==> config.mk <==
export PLATFORM = sky130hd
export DESIGN_NAME = spi_master
export DESIGN_NICKNAME = d
export VERILOG_FILES = /design/src/rtl/spi_master.sv
export SDC_FILE = /design/constraint.sdc
export NUM_CORES = 1
export LEC_CHECK = 0
export ABC_AREA = 1
export BUFFER_PORTS_ARGS = -buffer_cell sky130_fd_sc_hd__buf_2
export CAP_MARGIN = 20
export CORE_UTILIZATION = 50
export DETAILED_ROUTE_END_ITERATION = 12
export PLACE_DENSITY = 0.76
export REMOVE_ABC_BUFFERS = 1
export SLEW_MARGIN = 20
export SYNTH_ARGS = -nofsm -noshare
export SYNTH_HDL_FRONTEND = slang
export SYNTH_SLANG_ARGS = --single-unit
==> constraint.sdc <==
create_clock -name clk -period 1.3 [get_ports clk]
set_input_delay 0.13 -clock clk [delete_from_list [all_inputs] [get_ports clk]]
set_output_delay 0.13 -clock clk [all_outputs]
set_load 0.005 [all_outputs]
==> src/rtl/spi_master.sv <==
// spi_master: mode-0 SPI master, one full-duplex WIDTH-bit exchange per accepted start, MSB first.
// SCLK half-period is CLKDIV clk cycles; CS_n can be held low across back-to-back transfers.
// All pin outputs and status flags are registered.
//
// Optional feature: define SPI_MASTER_LOOPBACK_EN to let loopback=1 feed the internal MOSI bit
// into the receive shifter instead of the synchronized MISO pin. Without the macro the loopback
// port is accepted but ignored.
//
// Ports:
//   clk      system clock
//   rst      synchronous active-high reset
//   start    transfer request, accepted only in idle or held
//   txData   word to send, latched on accepted start
//   holdCS   keep CS_n low after this transfer (latched on start, sampled live while held)
//   loopback internal loopback select
//   busy     transfer or CS gap in progress
//   done     one-cycle pulse, rxData valid
//   rxData   last received word
//   CS_n     chip select, active low
//   SCLK     serial clock, idle low
//   MOSI     serial data out
//   MISO     serial data in (asynchronous)
module spi_master #(
  parameter int unsigned WIDTH  = 8,
  parameter int unsigned CLKDIV = 8
) (
  input  logic             clk,
  input  logic             rst,
  input  logic             start,
  input  logic [WIDTH-1:0] txData,
  input  logic             holdCS,
  input  logic             loopback,
  output logic             busy,
  output logic             done,
  output logic [WIDTH-1:0] rxData,
  output logic             CS_n,
  output logic             SCLK,
  output logic             MOSI,
  input  logic             MISO
);

  localparam int unsigned DivW = $clog2(CLKDIV);
  localparam int unsigned BitW = $clog2(WIDTH + 1);
  localparam logic [DivW-1:0] DivLast = DivW'(CLKDIV - 1);
  localparam logic [BitW-1:0] BitLast = BitW'(WIDTH);

  typedef enum logic [2:0] {StIdle, StShiftLo, StShiftHi, StHeld, StGap} state_e;

  state_e           state_q, state_d;
  logic [DivW-1:0]  div_q, div_d;
  logic [BitW-1:0]  bit_q, bit_d;
  logic [WIDTH-1:0] tx_q, tx_d;
  logic [WIDTH-1:0] rx_sh_q, rx_sh_d;
  logic [WIDTH-1:0] rx_q, rx_d;
  logic             hold_q, hold_d;
  logic             cs_n_q, cs_n_d;
  logic             sclk_q, sclk_d;
  logic             busy_q, busy_d;
  logic             done_q, done_d;
  logic             miso_s1_q, miso_s2_q;
  logic             div_end, last_bit, accept, rx_bit;

  assign div_end  = (div_q == DivLast);
  assign last_bit = (bit_q == BitLast);
  assign accept   = start && ((state_q == StIdle) || (state_q == StHeld));

`ifdef SPI_MASTER_LOOPBACK_EN
  assign rx_bit = loopback ? tx_q[WIDTH-1] : miso_s2_q;
`else
  logic unused_loopback;
  assign unused_loopback = loopback;
  assign rx_bit          = miso_s2_q;
`endif

  // State register
  always_ff @(posedge clk) begin
    if (rst) begin
      state_q <= StIdle;
    end else begin
      state_q <= state_d;
    end
  end

  // Next-state logic
  always_comb begin
    state_d = state_q;
    case (state_q)
      StIdle:    if (start) state_d = StShiftLo;
      StShiftLo: begin
        // The low phase after the last high phase is the CS hold time, then finish.
        if (div_end) begin
          if (last_bit) state_d = hold_q ? StHeld : StGap;
          else          state_d = StShiftHi;
        end
      end
      StShiftHi: if (div_end) state_d = StShiftLo;
      StHeld: begin
        if (start)        state_d = StShiftLo;
        else if (!holdCS) state_d = StGap;
      end
      StGap:     if (div_end) state_d = StIdle;
      default:   state_d = StIdle;
    endcase
  end

  // Output and datapath next values; pins are decoded from the next state so they register
  // in step with the state.
  always_comb begin
    cs_n_d  = 1'b1;
    sclk_d  = 1'b0;
    busy_d  = 1'b0;
    done_d  = 1'b0;
    div_d   = '0;
    bit_d   = bit_q;
    tx_d    = tx_q;
    hold_d  = hold_q;
    rx_sh_d = rx_sh_q;
    rx_d    = rx_q;

    case (state_d)
      StShiftLo: begin cs_n_d = 1'b0; busy_d = 1'b1; end
      StShiftHi: begin cs_n_d = 1'b0; busy_d = 1'b1; sclk_d = 1'b1; end
      StHeld:    cs_n_d = 1'b0;
      StGap:     busy_d = 1'b1;
      default:   ;
    endcase

    if (state_q inside {StShiftLo, StShiftHi, StGap}) begin
      div_d = div_end ? '0 : div_q + 1'b1;
    end

    if (accept) begin
      tx_d   = txData;
      hold_d = holdCS;
      bit_d  = '0;
    end

    // Sample on the last high cycle; shifting tx here makes MOSI advance on the first low cycle.
    if ((state_q == StShiftHi) && div_end) begin
      rx_sh_d = {rx_sh_q[WIDTH-2:0], rx_bit};
      bit_d   = bit_q + 1'b1;
      tx_d    = {tx_q[WIDTH-2:0], 1'b0};
    end

    if ((state_q == StShiftLo) && div_end && last_bit) begin
      rx_d   = rx_sh_q;
      done_d = 1'b1;
    end
  end

  always_ff @(posedge clk) begin
    if (rst) begin
      div_q     <= '0;
      bit_q     <= '0;
      tx_q      <= '0;
      rx_sh_q   <= '0;
      rx_q      <= '0;
      hold_q    <= 1'b0;
      cs_n_q    <= 1'b1;
      sclk_q    <= 1'b0;
      busy_q    <= 1'b0;
      done_q    <= 1'b0;
      miso_s1_q <= 1'b0;
      miso_s2_q <= 1'b0;
    end else begin
      div_q     <= div_d;
      bit_q     <= bit_d;
      tx_q      <= tx_d;
      rx_sh_q   <= rx_sh_d;
      rx_q      <= rx_d;
      hold_q    <= hold_d;
      cs_n_q    <= cs_n_d;
      sclk_q    <= sclk_d;
      busy_q    <= busy_d;
      done_q    <= done_d;
      miso_s1_q <= MISO;
      miso_s2_q <= miso_s1_q;
    end
  end

  assign CS_n   = cs_n_q;
  assign SCLK   = sclk_q;
  assign MOSI   = tx_q[WIDTH-1];
  assign busy   = busy_q;
  assign done   = done_q;
  assign rxData = rx_q;

endmodule

==> flow_metrics.env, run 1 <==
export IMPL_status="finished with violations"
export IMPL_violations="negative setup slack"
export IMPL_antenna_found_initial=0
export IMPL_die_area_um2=3790
export IMPL_synth_top_family_by_area="simple AND/OR/NAND/NOR gates"
export IMPL_crit_family="flip-flops"
export IMPL_gr_total_overflow=0
export IMPL_routed_via_density=4.82
export IMPL_h_tree_depth=2
export IMPL_path_class="register to register"
export IMPL_worst_pin_slew_ns=0.236
export IMPL_synth_async_sr_flop_share_pct=0
export IMPL_io_pins=27
export IMPL_met2_length_mm=1.77
export IMPL_met3WireLength_um=200
export IMPL_grt_pass1_vias=1349
export IMPL_avgSynthCellArea_um2=7.42
export IMPL_drive_above_1_share_pct=39.4
export IMPL_grt_max_degree=23
export IMPL_power_uw=2130
export IMPL_synth_xor_xnor_area_share_pct=0.494
export IMPL_cts_buffers=5
export IMPL_critPathLaunchType="register"
export IMPL_cts_root_buffer="clkbuf_4"
export IMPL_cts_buffer_depth=2
export IMPL_synthFlopType="dfxtp_1"
export IMPL_clock_sinks=41
export IMPL_synthToLayoutAreaGrowth_pct=29.4
export IMPL_nets=307
export IMPL_synthCells=239
export IMPL_netlist_top_cells_area="dfxtp_1 46%, nor2_1 12%, nand2_1 11%"
export IMPL_grt_pass1_wl_mm=5.84
export IMPL_combPwrFrac_pct=9.1
export IMPL_yosysWarnings=0
export IMPL_path_cells="ha_4 > ha_4 > inv_4 > nor2_4 > buf_6 > nand2_2 > nand2_2 > inv_1 > a21oi_2"
export IMPL_crit_slowest_cell="dfxtp_2"
export IMPL_drc=0
export IMPL_die_h_um=61.5
export IMPL_place_congestion=0.840
export IMPL_synth_adder_area_share_pct=3.53
export IMPL_crit_buf_inv=3
export IMPL_final_setup_viol_count=22
export IMPL_skew_ns=0.0112
export IMPL_start_util_pct=52.7
export IMPL_core_um2=3360
export IMPL_synth_compound_area_share_pct=10.2
export IMPL_critPathCaptureType="register"
export IMPL_rows=21
export IMPL_tns_ns=-1.71
export IMPL_fmax_ghz=0.706
export IMPL_synth_cell_types=22
export IMPL_arrival_ns=1.71
export IMPL_synth_mux_area_fraction_pct=0
export IMPL_p_sw_uw=554
export IMPL_peakVddDrop_v=0.000502
export IMPL_synth_edff_count=0
export IMPL_seqPwrFrac_pct=61.5
export IMPL_dr_max_layer_used="met4"
export IMPL_die_x_um=61.5
export IMPL_critPathMaxStageDelay_ns=0.37
export IMPL_synth_simple_area_share_pct=30.7
export IMPL_switching_share_pct=26.1
export IMPL_intPower_uw=1570
export IMPL_yosysTopAreaCellShare_pct=46.3
export IMPL_finalHoldViolCount=0
export IMPL_vias=1614
export IMPL_period_share_pct=109
export IMPL_setup_ws_ns=-0.116
export IMPL_final_min_clock_period_ns=1.42
export IMPL_ys_ff_latch=41
export IMPL_crit_path_max_fanout=6
export IMPL_cap_viol_max_count=0
export IMPL_synth_most_common_cell="nor2_1"
export IMPL_synth_area_um2=1770
export IMPL_dr_pass1_iters=4
export IMPL_p_leak_uw=0.00104
export IMPL_synth_top_cell_by_area="dfxtp_1"
export IMPL_wl_per_cell_um=10.9
export IMPL_max_slew_margin_rel_pct=84.2
export IMPL_rsz0062_at_grt="yes"
export IMPL_required_ns=1.59
export IMPL_hold_class="input port to register"
export IMPL_grt_total_usage_pct=21.2
export IMPL_tritoncts="built"
export IMPL_synth_commonest_cells="57 x nor2_1, 51 x nand2_1, 41 x dfxtp_1, 25 x inv_1, 19 x o21ai_0"
export IMPL_place_ws_ns=-0.243
export IMPL_wl_mm=3.64
export IMPL_seq_area_frac_synth_pct=46.3
export IMPL_io_buffers=25
export IMPL_antenna_left=0
export IMPL_p_per_area_nw_per_um2=927
export IMPL_wl_met1_mm=1.64
export IMPL_n_antenna_cell=0
export IMPL_clkPwrFrac_pct=29.4
export IMPL_hpwl_mm=2.35
export IMPL_drv_slew=0
export IMPL_drt_iter0_markers=79
export IMPL_holdWs_ns=0.0310
export IMPL_cts_clk_slew_worst_paths_ns=0.12
export IMPL_clk_latency_ns=0.35
-- layout by cell type (no fill, tap or decap), types with 4 or more instances in the layout --
master,netlist,final
nor2_4,2,4
dfxtp_2,0,7
dfxtp_1,41,34
nand2_1,51,41
a21oi_1,5,5
buf_2,1,25
nand3_2,2,6
clkbuf_4,0,5
ha_4,0,4
inv_1,25,17
nor2_2,1,10
buf_4,1,19
inv_2,1,7
o21ai_0,19,17
nor2_1,57,47
nand2_2,0,9
a21oi_2,7,7
nand3_1,11,8
-- power by group through the flow --
stage | Clock, µW | Combinational, µW | Sequential, µW
2_1_floorplan | 0 | 101 | 1330
5_1_grt | 716 | 214 | 1310
6_report | 626 | 193 | 1310
3_5_place_dp | 0 | 175 | 1330
3_3_place_gp | 0 | 172 | 1330
4_1_cts | 642 | 186 | 1310
-- worst register-to-register path, stage by stage, from the launching register on --
cell and delay [ns]:
dfxtp_2 0.37, ha_4 0.17, ha_4 0.16, inv_4 0.04
nor2_4 0.20, buf_6 0.17, nand2_2 0.05, nand2_2 0.05
inv_1 0.04, a21oi_2 0.10
-- layout make-up --
type / count / area [µm²]
Clock inverter: 3 / 17.5
Tap cell: 46 / 57.6
Multi-Input combinational cell: 166 / 943
Clock buffer: 5 / 37.5
Inverter: 27 / 109
Timing Repair Buffer: 47 / 300
Sequential cell: 41 / 830
Fill cell: 302 / 1070
-- worst paths after layout --
check	from	to	slack, ns	cells past startpoint
max	div_q[0]$_SDFF_PP0_	tx_q[6]$_SDFFE_PP0P_	-0.12	9
min reg2reg	miso_s1_q$_SDFF_PP0_	miso_s2_q$_SDFF_PP0_	0.41	2
min	txData[0]	tx_q[0]$_SDFFE_PP0P_	0.03	3
max reg2reg	div_q[0]$_SDFF_PP0_	tx_q[6]$_SDFFE_PP0P_	-0.12	9
-- kinds of logic (layout without fill, tap and decap cells) --
| family | after synthesis | after routing |
|---|---|---|
| xor+xnor | 1 | 1 |
| simple gates | 127 | 129 |
| buf+inv | 34 | 82 |
| fa+ha+maj | 5 | 5 |
| compound gates | 31 | 31 |
| flops | 41 | 41 |
-- state kept, by name, indices dropped and copies added (netlist names) --
| name | count |
|---|---|
| miso_s1_q | 1 |
| state_q | 3 |
| busy | 1 |
| hold_q | 1 |
| tx_q | 8 |
| div_q | 3 |
| bit_q | 4 |
| CS_n | 1 |
| miso_s2_q | 1 |
| done | 1 |
| rx_sh_q | 8 |
| rxData | 8 |
| SCLK | 1 |
-- timing repair --
action,in CTS,in global routing
endpoints found under the setup margin,37,34
hold buffers,1,0
hold endpoints to repair,1,0
pin swaps,17,11
gates cloned,3,0
gates resized for setup,38,18
setup buffers,1,2
-- through the flow --
step                      area, µm²  instances  util (%)
after global routing           2290        335      68.2
after global placement         2040        321      60.6
after detailed placement       2040        321      60.6
after CTS                      2220        333      66.1
after floorplan                1720        232         -
final                          2290        335      68.2
-- metal layers --
layer | vias up | track usage, %
met5 | - | 0
met4 | 0 | 6.35
met3 | 4 | 7.56
met2 | 45 | 34.9
met1 | 717 | 26.2
li1 | 848 | -
(Power assumes the default switching activity.)
==> run 2, diff against run 1 <==
Settings changed: CORE_UTILIZATION 50 to 55, PLACE_DENSITY 0.76 to 0.8, SKIP_LAST_GASP set to 1.
Clock period 1.3 ns to 1.7 ns, I/O delays scaled along.
==> run 2 against run 1 <==
  * The flow now finishes without violations
  * Fmax decreased by 11%
  * Non-clock buffer count decreased by 17
  * First-iteration DRC count decreased by 48%
  * Clock power decreased by 23%
  * Wire length decreased by 17%
  * Global-route usage decreased by 0.98 points
  * Cell area decreased by 12%
  * Highest routed layer unchanged
==> flow_metrics.env, run 2 (synthesis results as in run 1) <==
export IMPL_drive_above_1_share_pct=19.6
export IMPL_final_common_cell="nor2_1"
export IMPL_io_pins=27
export IMPL_wl_per_cell_um=9.58
export IMPL_clock_sinks=41
export IMPL_cts_buffers=5
export IMPL_drt_iter0_markers=41
export IMPL_grt_pass1_vias=1240
export IMPL_grt_total_usage_pct=20.3
export IMPL_start_util_pct=58.1
export IMPL_nets=288
export IMPL_drv_slew=0
export IMPL_finalInstanceArea_um2=2010
export IMPL_final_min_clock_period_ns=1.60
export IMPL_clk_latency_ns=0.36
export IMPL_peakVddDrop_v=0.000475
export IMPL_max_slew_margin_rel_pct=64.1
export IMPL_cts_root_buffer="clkbuf_4"
export IMPL_p_per_area_nw_per_um2=798
export IMPL_rows=20
export IMPL_holdWs_ns=0.0595
export IMPL_path_class="register to register"
export IMPL_tritoncts="built"
export IMPL_setup_ws_ns=0.102
export IMPL_skew_ns=0.0116
export IMPL_power_uw=1600
export IMPL_hold_class="input port to register"
export IMPL_finalHoldViolCount=0
export IMPL_required_ns=2.00
export IMPL_p_leak_uw=0.000958
export IMPL_die_x_um=58.8
export IMPL_status="finished clean"
export IMPL_synthToLayoutAreaGrowth_pct=13.3
export IMPL_worst_pin_slew_ns=0.538
export IMPL_die_h_um=58.8
export IMPL_cts_buffer_depth=2
export IMPL_antenna_left=0
export IMPL_drc=0
export IMPL_core_um2=3050
export IMPL_die_area_um2=3450
export IMPL_hpwl_mm=2.13
export IMPL_tns_ns=0
export IMPL_period_share_pct=94.0
export IMPL_wl_mm=3.01
export IMPL_place_congestion=0.870
export IMPL_path_cells="ha_1 > ha_1 > inv_1 > nor2_4 > buf_12 > nor2_4 > nand2_1 > a21oi_2"
export IMPL_n_antenna_cell=0
export IMPL_fmax_ghz=0.626
export IMPL_crit_buf_inv=2
export IMPL_cts_clk_slew_worst_paths_ns=0.12
export IMPL_final_setup_viol_count=0
export IMPL_grt_max_degree=23
export IMPL_crit_path_max_fanout=10
export IMPL_vias=1454
export IMPL_critPathLaunchType="register"
export IMPL_routed_via_density=4.63
export IMPL_h_tree_depth=2
export IMPL_arrival_ns=1.90
export IMPL_critPathMaxStageDelay_ns=0.34
export IMPL_antenna_found_initial=0
export IMPL_place_ws_ns=0.00652
export IMPL_final_cell_mix="57 x nor2_1, 51 x nand2_1, 41 x dfxtp_1"
export IMPL_postPlaceCellArea_um2=1920
export IMPL_cap_viol_max_count=0
export IMPL_critPathCaptureType="register"
export IMPL_io_buffers=25
export IMPL_gr_total_overflow=0
export IMPL_dr_pass1_iters=4
export IMPL_crit_slowest_cell="dfxtp_1"
export IMPL_crit_family="adder cells"
export IMPL_grt_pass1_wl_mm=5.22
[run 2: changes by cell type in the layout (fill, tap and decap cells not counted), moves of 8 or more]
cell / previous run / this run
nand2_1: 41 / 51
nor2_1: 47 / 57
nor2_2: 10 / 1
inv_1: 17 / 25
buf_4: 19 / 3
nand2_2: 9 / 0
[run 2: per-stage QoR]
step           util [%]  instances
4_1_cts            65.1        313
3_5_place_dp       63.0        304
3_3_place_gp       63.0        304
2_1_floorplan         -        232
6_report           65.8        314
5_1_grt            65.8        314
[run 2: worst register-to-register path: stages, from the launching register on]
cell	delay, ns
dfxtp_1	0.34
ha_1	0.21
ha_1	0.22
inv_1	0.12
nor2_4	0.07
buf_12	0.13
nor2_4	0.21
nand2_1	0.10
a21oi_2	0.14
[run 2: area by class of cell]
class                   count  area (µm²)
well taps                  44        55.1
fillers                   293        1040
inverters                  27         103
flip-flops and latches     41         821
repair buffers             30         178
multi-input cells         164         797
clock buffers               5        37.5
clock inverters             3        17.5
[run 2: worst paths after layout]
path	cells after the start	from	endpoint	slack, ns
worst max-delay path	8	div_q[0]$_SDFF_PP0_	tx_q[1]$_SDFFE_PP0P_	0.10
worst min-delay path	3	txData[0]	tx_q[0]$_SDFFE_PP0P_	0.06
worst max register to register	8	div_q[0]$_SDFF_PP0_	tx_q[1]$_SDFFE_PP0P_	0.10
worst min register to register	2	miso_s1_q$_SDFF_PP0_	miso_s2_q$_SDFF_PP0_	0.42
[run 2: power by group]
part,switching [µW],internal [µW]
clock network,326,156
registers,12.4,985
logic,74.4,48.0
[run 2: layer usage]
layer,global-route usage [%],routed length [µm]
met1,25.2,1550
met2,32.5,1260
met3,5.93,134
met4,9.18,63
met5,0,0
[run 2: timing repair]
action	CTS	global route
cloned	0	0
hold endpoints to repair	1	0
setup endpoints to repair	2	6
hold buffers	1	0
buffers inserted	0	1
pin swaps	0	1
gates resized for setup	1	0
